==> config.mk <==
export PLATFORM = sky130hd
export DESIGN_NAME = frontend_seq_ctrl
export DESIGN_NICKNAME = d
export VERILOG_FILES = /design/src/rtl/frontend_seq_ctrl.sv
export SDC_FILE = /design/constraint.sdc
export NUM_CORES = 1
export LEC_CHECK = 0
export ABC_AREA = 0
export CAP_MARGIN = 20
export CORE_ASPECT_RATIO = 0.75
export CORE_MARGIN = 5
export CORE_UTILIZATION = 24
export CTS_CLUSTER_DIAMETER = 50
export CTS_CLUSTER_SIZE = 20
export DETAILED_ROUTE_END_ITERATION = 10
export SYNTH_ARGS = -nofsm -noshare
export SYNTH_HDL_FRONTEND = slang
export SYNTH_SLANG_ARGS = --single-unit
==> constraint.sdc <==
create_clock -name clk -period 3.3 [get_ports clk]
set_input_delay 0.99 -clock clk [delete_from_list [all_inputs] [get_ports clk]]
set_output_delay 0.99 -clock clk [all_outputs]
set_load 0.1 [all_outputs]
==> src/rtl/frontend_seq_ctrl.sv <==
// Front-end sequencer: owns fetch enable, IF_ID stall/flush, ID flush
// and the PC redirect.
//
// Ports
//   clk, rst_n          clock, async active-low reset
//   i_stall_from_id     ID asks fetch to stall
//   i_al_full           allocation list full
//   i_loop_start        loop buffer takes over instruction supply
//   i_fnsh_unrll        loop buffer finished unrolling
//   i_jump_pending      indirect jump waiting on its base register
//   i_jump_base_rdy     RF jump base valid, i_jump_base is the target
//   i_has_mispredict    ROB mispredict, i_pc_recovery is the target
//   i_exter_pc_en       external PC load, i_exter_pc is the target
//   o_fetch_en          fetch may advance PC
//   o_if_id_stall       IF_ID holds its contents
//   o_if_id_flush       IF_ID loads a bubble
//   o_id_flush          ID discards its bundle
//   o_redirect_vld      one-cycle pulse, fetch loads o_pc_redirect
//   o_pc_redirect       last redirect target
//   o_jwait_timeout     sticky: jump base never arrived
//   o_stall_cnt         saturating STALL/JWAIT cycle count
//   o_state             BOOT=0 RUN=1 STALL=2 JWAIT=3 FLUSH=4 LOOP=5
module frontend_seq_ctrl #(
  parameter int PC_W         = 16,
  parameter int FLUSH_CYCLES = 2,
  parameter int JWAIT_MAX    = 15,
  parameter int CNT_W        = 8
) (
  input  logic             clk,
  input  logic             rst_n,
  input  logic             i_stall_from_id,
  input  logic             i_al_full,
  input  logic             i_loop_start,
  input  logic             i_fnsh_unrll,
  input  logic             i_jump_pending,
  input  logic             i_jump_base_rdy,
  input  logic [PC_W-1:0]  i_jump_base,
  input  logic             i_has_mispredict,
  input  logic [PC_W-1:0]  i_pc_recovery,
  input  logic             i_exter_pc_en,
  input  logic [PC_W-1:0]  i_exter_pc,
  output logic             o_fetch_en,
  output logic             o_if_id_stall,
  output logic             o_if_id_flush,
  output logic             o_id_flush,
  output logic             o_redirect_vld,
  output logic [PC_W-1:0]  o_pc_redirect,
  output logic             o_jwait_timeout,
  output logic [CNT_W-1:0] o_stall_cnt,
  output logic [2:0]       o_state
);

  typedef enum logic [2:0] {
    S_BOOT  = 3'd0,
    S_RUN   = 3'd1,
    S_STALL = 3'd2,
    S_JWAIT = 3'd3,
    S_FLUSH = 3'd4,
    S_LOOP  = 3'd5
  } state_t;

  localparam int FC_W = $clog2(FLUSH_CYCLES + 1);
  localparam int JW_W = $clog2(JWAIT_MAX + 1);
  localparam logic [FC_W-1:0] FC_LOAD = FC_W'(FLUSH_CYCLES - 1);
  localparam logic [JW_W-1:0] JW_MAX  = JW_W'(JWAIT_MAX);

  state_t            r_state;
  logic [FC_W-1:0]   r_fcnt;
  logic [JW_W-1:0]   r_wcnt;
  logic              r_tmo;
  logic [PC_W-1:0]   r_pc;
  logic              r_rv;
  logic [CNT_W-1:0]  r_scnt;
  logic              r_fe;
  logic              r_stall;
  logic              r_flush;

  state_t            w_nxt_state;
  logic [FC_W-1:0]   w_nxt_fcnt;
  logic [JW_W-1:0]   w_nxt_wcnt;
  logic              w_nxt_tmo;
  logic [PC_W-1:0]   w_nxt_pc;
  logic [CNT_W-1:0]  w_nxt_scnt;
  logic              w_redir;
  logic [PC_W-1:0]   w_redir_pc;
  logic              w_bp;
  logic              w_jmp_rdy;

  assign w_bp      = i_stall_from_id | i_al_full;
  assign w_jmp_rdy = (r_state == S_JWAIT) & i_jump_base_rdy;
  assign w_redir   = (r_state != S_BOOT) &
                     (i_exter_pc_en | i_has_mispredict | w_jmp_rdy);

  // Source priority: external > mispredict > resolved jump.
  always_comb begin
    w_redir_pc = i_jump_base;
    if (i_exter_pc_en)
      w_redir_pc = i_exter_pc;
    else if (i_has_mispredict)
      w_redir_pc = i_pc_recovery;
  end

  always_comb begin
    w_nxt_state = r_state;
    w_nxt_fcnt  = r_fcnt;
    w_nxt_wcnt  = r_wcnt;
    w_nxt_tmo   = r_tmo;
    w_nxt_pc    = r_pc;
    if (w_redir) begin
      w_nxt_state = S_FLUSH;
      w_nxt_fcnt  = FC_LOAD;
      w_nxt_pc    = w_redir_pc;
    end else begin
      unique case (r_state)
        S_BOOT: w_nxt_state = S_RUN;
        S_RUN: begin
          if (i_loop_start) begin
            w_nxt_state = S_LOOP;
          end else if (i_jump_pending) begin
            w_nxt_state = S_JWAIT;
            w_nxt_wcnt  = '0;
          end else if (w_bp) begin
            w_nxt_state = S_STALL;
          end
        end
        S_STALL: begin
          if (!w_bp) w_nxt_state = S_RUN;
        end
        S_JWAIT: begin
          // Counter parks at the limit; the flag is sticky.
          if (r_wcnt == JW_MAX) w_nxt_tmo = 1'b1;
          else w_nxt_wcnt = r_wcnt + JW_W'(1);
        end
        S_FLUSH: begin
          if (r_fcnt == '0)
            w_nxt_state = w_bp ? S_STALL : S_RUN;
          else
            w_nxt_fcnt = r_fcnt - FC_W'(1);
        end
        S_LOOP: begin
          if (i_fnsh_unrll) w_nxt_state = S_RUN;
        end
        default: w_nxt_state = S_BOOT;
      endcase
    end
  end

  always_comb begin
    w_nxt_scnt = r_scnt;
    if ((w_nxt_state == S_STALL || w_nxt_state == S_JWAIT) &&
        r_scnt != '1)
      w_nxt_scnt = r_scnt + CNT_W'(1);
  end

  always_ff @(posedge clk or negedge rst_n) begin
    if (!rst_n) begin
      r_state <= S_BOOT;
      r_fcnt  <= '0;
      r_wcnt  <= '0;
      r_tmo   <= 1'b0;
      r_pc    <= '0;
      r_rv    <= 1'b0;
      r_scnt  <= '0;
      r_fe    <= 1'b0;
      r_stall <= 1'b0;
      r_flush <= 1'b0;
    end else begin
      r_state <= w_nxt_state;
      r_fcnt  <= w_nxt_fcnt;
      r_wcnt  <= w_nxt_wcnt;
      r_tmo   <= w_nxt_tmo;
      r_pc    <= w_nxt_pc;
      r_rv    <= w_redir;
      r_scnt  <= w_nxt_scnt;
      r_fe    <= (w_nxt_state == S_RUN) | (w_nxt_state == S_FLUSH);
      r_stall <= (w_nxt_state == S_STALL) | (w_nxt_state == S_JWAIT) |
                 (w_nxt_state == S_LOOP);
      r_flush <= (w_nxt_state == S_FLUSH);
    end
  end

  assign o_fetch_en      = r_fe;
  assign o_if_id_stall   = r_stall;
  assign o_if_id_flush   = r_flush;
  assign o_id_flush      = r_flush;
  assign o_redirect_vld  = r_rv;
  assign o_pc_redirect   = r_pc;
  assign o_jwait_timeout = r_tmo;
  assign o_stall_cnt     = r_scnt;
  assign o_state         = r_state;

endmodule
# Word level (Yosys, flattened, before mapping)
# Index checks and enable logic that the tools add are counted.
# word_totals
mem_count	0
latchBits	0
mem_bits_ro	0
out_inout_bits	33
elab_cells	66
reg_bits	38
mem_bits_rw	0
in_bits	58
# classes
multipliers	0
n_lt_le_gt_ge	0
n_addsub	3
bitwise_logic	9
mux	18
n_eq_ne	16
n_shift	0
div_mod_pow	0
reduce_logical	10
# ops
op	n
$mux 16	2
$mux 3	7
$pmux 3 s6	1
$eq 3x2->1 const B	4
$eq 3x3->1 const B	4
$mux 4	3
$add 8x1->8 const B	1
$mux 2	4
$ne 2x2->1 const B	4
$ne 8x8->1 const B	1
$pmux 4 s2	1
$eq 3x1->1 const B	2
$or 1x1->1	6
$reduce_and 5->1	1
$add 4x1->4 const B	1
$eq 4x4->1 const B	1
$reduce_bool 2->1	2
$logic_not 3->1	1
$reduce_and 3->1	1
$reduce_bool 3->1	1
$and 1x1->1	2
$logic_not 2->1	1
$reduce_and 2->1	1
$sub 2x1->2 const B	1
3 further kinds	3

# Longest topological paths before layout
# depth
word_depth	9
mapped_depth	8

# Least setup slack after synthesis
# Ideal clock, no wire load.
# synth_timing
kind	input -> register
startpoint	input port i_has_mispredict
endpoint	register r_wcnt[3]
arrival_ns	2.427
path_buffers	1
stages	6
slack_ns	0.804
required_ns	3.231
cell_sequence	clkbuf_1 -> o32a_1 -> a31oi_4 -> nand4b_4 -> or4b_1 -> nand3_1
# synth_via
elab_chain_cells	5
# synth_rtl
item	line	text
start, declared	38	input logic i_has_mispredict,
$or 1x1->1 (2 in a row)	92	(i_exter_pc_en | i_has_mispredict | w_jmp_rdy);
$and 1x1->1	91	assign w_redir = (r_state != S_BOOT) &
$not 1->1 (no source line)	-	
$reduce_and 5->1 (no source line)	-	
end signal, assigned	170	r_wcnt <= w_nxt_wcnt;
end, declared	69	logic [JW_W-1:0] r_wcnt;
# Every way passes these cells.
# A chain may end at the register's enable or synchronous reset.

# Worst setup path after layout
# layout_timing
startpoint	input port i_al_full
endpoint	register r_scnt[6] (netlist: o_stall_cnt[6])
# layout_via
elab_chain_cells	9
# layout_rtl
item	line	text
start, declared	32	input logic i_al_full,
$or 1x1->1 (*)	89	assign w_bp = i_stall_from_id | i_al_full;
$mux 3	122	end else if (w_bp) begin
$mux 3	119	end else if (i_jump_pending) begin
$mux 3	117	if (i_loop_start) begin
$pmux 3 s6 (*)	114	unique case (r_state)
$mux 3 (*)	109	if (w_redir) begin
$eq 3x2->1	150	if ((w_nxt_state == S_STALL || w_nxt_state == S_JWAIT) &&
$logic_or 1x1->1 (*)	150	
$logic_and 1x1->1 (*)	150	
end signal, assigned	174	r_scnt <= w_nxt_scnt;
end, declared	73	logic [CNT_W-1:0] r_scnt;
# Every way passes the cells marked *; elsewhere a longest branch is shown, timed or not.

==> results.md <==
- Outcome: finished, final reports clean
- Combinational power share: 57.0%
- PD cells: 884 nW/um^2
- Slowest Stage Delay on Critical Path: 0.49 ns
- Worst slew pin tran: 0.894 ns
- Worst Setup Path Type: in -> reg
- Post-Syn Area: 2070 sq um
- H-tree depth: 2
- Clock power frac: 17.0%
- Startpoint types: primary input
- Hold Path End: o_pc_redirect[1]
- Worst flop-to-flop path endpoint: o_stall_cnt[1]
- TNS Setup: 0 ns
- Worst Hold Class: reg -> reg
- Worst hold path depth: 2
- FILL cells: 843
- R2R cell count: 5
- Avg Inst Size Synth: 8.98 sq um
- Post_cts resized: 0
- Clock Sinks: 38
- Final GP Congestion: 0.760
- Pint: 1.28 mW
- Reg power frac: 26.0%
- Max Fanout on Critical Path: 10
- Sequential area share after synthesis: 45.9%
- Input/output buffers: 90
- Final max-slew violation count: 0
- Worst reg2reg path startpoint: o_state[1]
- Die Span Y: 90.5 um
- I/O pins: 91
- Switching Power: 1.49 mW
- Ys Warns: 0
- Slew margin rel.: 40.4%
- Crit end category: flop
- Switching share of power: 53.8%
- Distinct cells, synth: 38
- Final Util: 37.0%
- Hold-fix buffers at CTS: 0
- Max VDD drop: 0.000441 V
- Crit path cell chain: clkdlybuf4s50_1 -> nor2_1 -> o311a_1 -> o211ai_1 -> buf_4 -> nand4_1 -> mux2_2
- Crit path max-delay cell type: clkdlybuf4s50_1
- TritonCTS buffer count: 5
- Setup WS post-layout: 0.783 ns
- Postcts setup bufs: 0
- Synthesized instance count: 231
- Row Count: 29
- Clk Latency, worst-skew pair: 0.27 ns
- Area grow syn2layout: 51.0%
- Syn nets: 292
- Skew final: 0.00309 ns
- Vias in the first global route: 2012
- Global Route Usage Sum: 11.7%
- Final hold vios: 0
- DRC: 0
- RSZ-0062 raised after global routing: false
- Worst hold start: o_pc_redirect[1]
- Final period util: 76.3%
- Root buffer cell: clkbuf_16
- Share of cells above drive strength 1: 16.7%
- DR vias: 1935
- Drt wl/cell: 14.2 um
- R2r setup slk: 1.19 ns
- CTS tree: built
- Buf+Inv Stages, Crit Path: 2
- Dpl ws: 0.493 ns
- Flops & latches, synth: 38
- Post-route ant nets: 0
- Setup violations, final: 0
- Vias per cell: 4.54
- Die Wd: 117 um
- Critical Path RT: 3.46 ns
- Die area: 10600 sq um
- First-pass GRT wire length: 10200 um
- Static Leak: 1.34 nW
- Reg clk slew, reported paths: 0.05 ns
- Largest net degree at the start of global routing: 39
- Number of antenna violations at the first check in global routing: 0
- WP data arrival: 2.67 ns
- Worst-case clock buffer depth: 2
- Initial DRC count: 68
- GRT Residual Overflow: 0
- Fmax: 397 MHz
- Ant diodes: 0
- Core footprint: 8450 sq um
- CP top delay family: buffers and inverters
- Fin crit period: 2.52 ns
- Initial Util: 24.5%
- Drt first pass iters: 4
- Dpl hpwl: 4690 um
- Max Cap Viol: 0
- Nets: 378
- WL final: 6050 um
-- sequential cells by signal (all words and copies together) (netlist names) --
register	flops
o_pc_redirect	16
o_stall_cnt	8
r_wcnt	4
o_state	3
r_fcnt	2
o_fetch_en	1
o_id_flush	1
o_if_id_stall	1
o_jwait_timeout	1
o_redirect_vld	1
-- power groups by stage --
stage          combinational [mW]  clock (mW)  sequential (mW)
2_1_floorplan               0.392           0             1.53
3_3_place_gp                 1.58           0            0.725
3_5_place_dp                 1.59           0            0.725
4_1_cts                      1.59       0.490            0.721
5_1_grt                      1.67       0.509            0.746
6_report                     1.58       0.470            0.719
-- how the worst max path moves through the flow --
stage	start	end	slack, ns	cells past startpoint
floorplan	i_has_mispredict	r_wcnt[3]	0.80	6
global placement	i_al_full	o_stall_cnt[6]	0.55	7
detailed placement	i_al_full	o_stall_cnt[6]	0.49	7
CTS	i_al_full	o_stall_cnt[6]	0.79	7
global route	i_al_full	o_stall_cnt[6]	0.68	7
finish	i_al_full	o_stall_cnt[6]	0.78	7
-- worst register-to-register path, cell delays in order (launching register included) --
cell	delay, ns
dfrtp_1	0.58
o32a_1	0.46
a31oi_4	0.21
buf_4	0.21
and3_1	0.21
mux2_2	0.34
-- stage by stage --
step	cell area, sq um	power (mW)	cells	hold slack (ns)
4_1_cts	3130	2.80	426	0.486
6_report	3130	2.77	426	0.477
2_1_floorplan	2070	1.92	231	0.474
5_1_grt	3130	2.92	426	0.514
3_5_place_dp	2980	2.32	418	0.473
3_3_place_gp	2980	2.31	418	0.469
-- cells in the mapped netlist --
cell	number	area share (%)
a41oi_1	1	0.42
or2_2	2	0.60
dfrtp_1	38	46
clkbuf_1	9	1.6
nor4bb_1	1	0.48
o311a_1	1	0.48
o21ai_0	22	5.3
xor2_1	1	0.42
nand2b_1	2	0.60
ha_1	3	1.8
o21bai_1	1	0.36
buf_1	1	0.18
nand4b_4	1	1.1
or3_1	1	0.30
a21oi_1	19	4.6
nand3_1	10	2.4
a31oi_1	1	0.30
nand4_1	4	1.2
nor3_1	2	0.48
o211ai_1	2	0.72
inv_1	6	1.1
a211oi_1	1	0.36
nand2_1	29	5.3
buf_6	1	0.54
mux2i_1	17	8.2
mux2_2	2	1.1
o32a_1	1	0.48
xnor2_1	5	2.1
buf_2	4	0.97
or3b_2	1	0.42
a31oi_4	1	1.0
nor2_1	30	5.4
nor2b_1	4	1.2
and2_1	1	0.30
and3_1	3	0.91
or4b_1	1	0.48
buf_4	1	0.36
o32ai_1	1	0.42
-- layer usage --
metal	GRT usage [%]	vias up	share of wire, %
li1	-	966	-
met1	14.6	910	45
met2	18.9	53	47
met3	4.01	6	6.6
met4	3.67	0	1.4
met5	0	-	0
-- cell usage in the layout, fill, tap and decap left out, drive strengths merged, types with 2 or more instances in the layout --
cell type and n:
xnor2 5, buf 39, and3 3, a31oi 2, dfrtp 38, nand2 29, nor2 30, mux2 2
nor3 2, nand3 10, a21oi 19, clkbuf 7, ha 3, or2 2, nor2b 4, mux2i 17
nand2b 2, clkdlybuf4s50 56, inv 6, nand4 4, o211ai 2, o21ai 22
-- cells by family after synthesis --
logic type	after synthesis	synth area share, %
mux	19	9.29
compound gates	51	14.5
simple gates	92	21.2
buf+inv	22	4.77
xor+xnor	6	2.53
fa+ha+maj	3	1.81
flops	38	45.9
-- final cells by class --
cell class | count | area, sq um | area share, %
Clock buffer | 7 | 143 | 4.56
Inverter | 6 | 22.5 | 0.719
Clock inverter | 1 | 5.00 | 0.160
Sequential cell | 38 | 951 | 30.4
Multi-Input combinational cell | 171 | 1020 | 32.7
Timing Repair Buffer | 95 | 851 | 27.2
Tap cell | 108 | 135 | 4.32
Power figures use the tool's default switching activity.
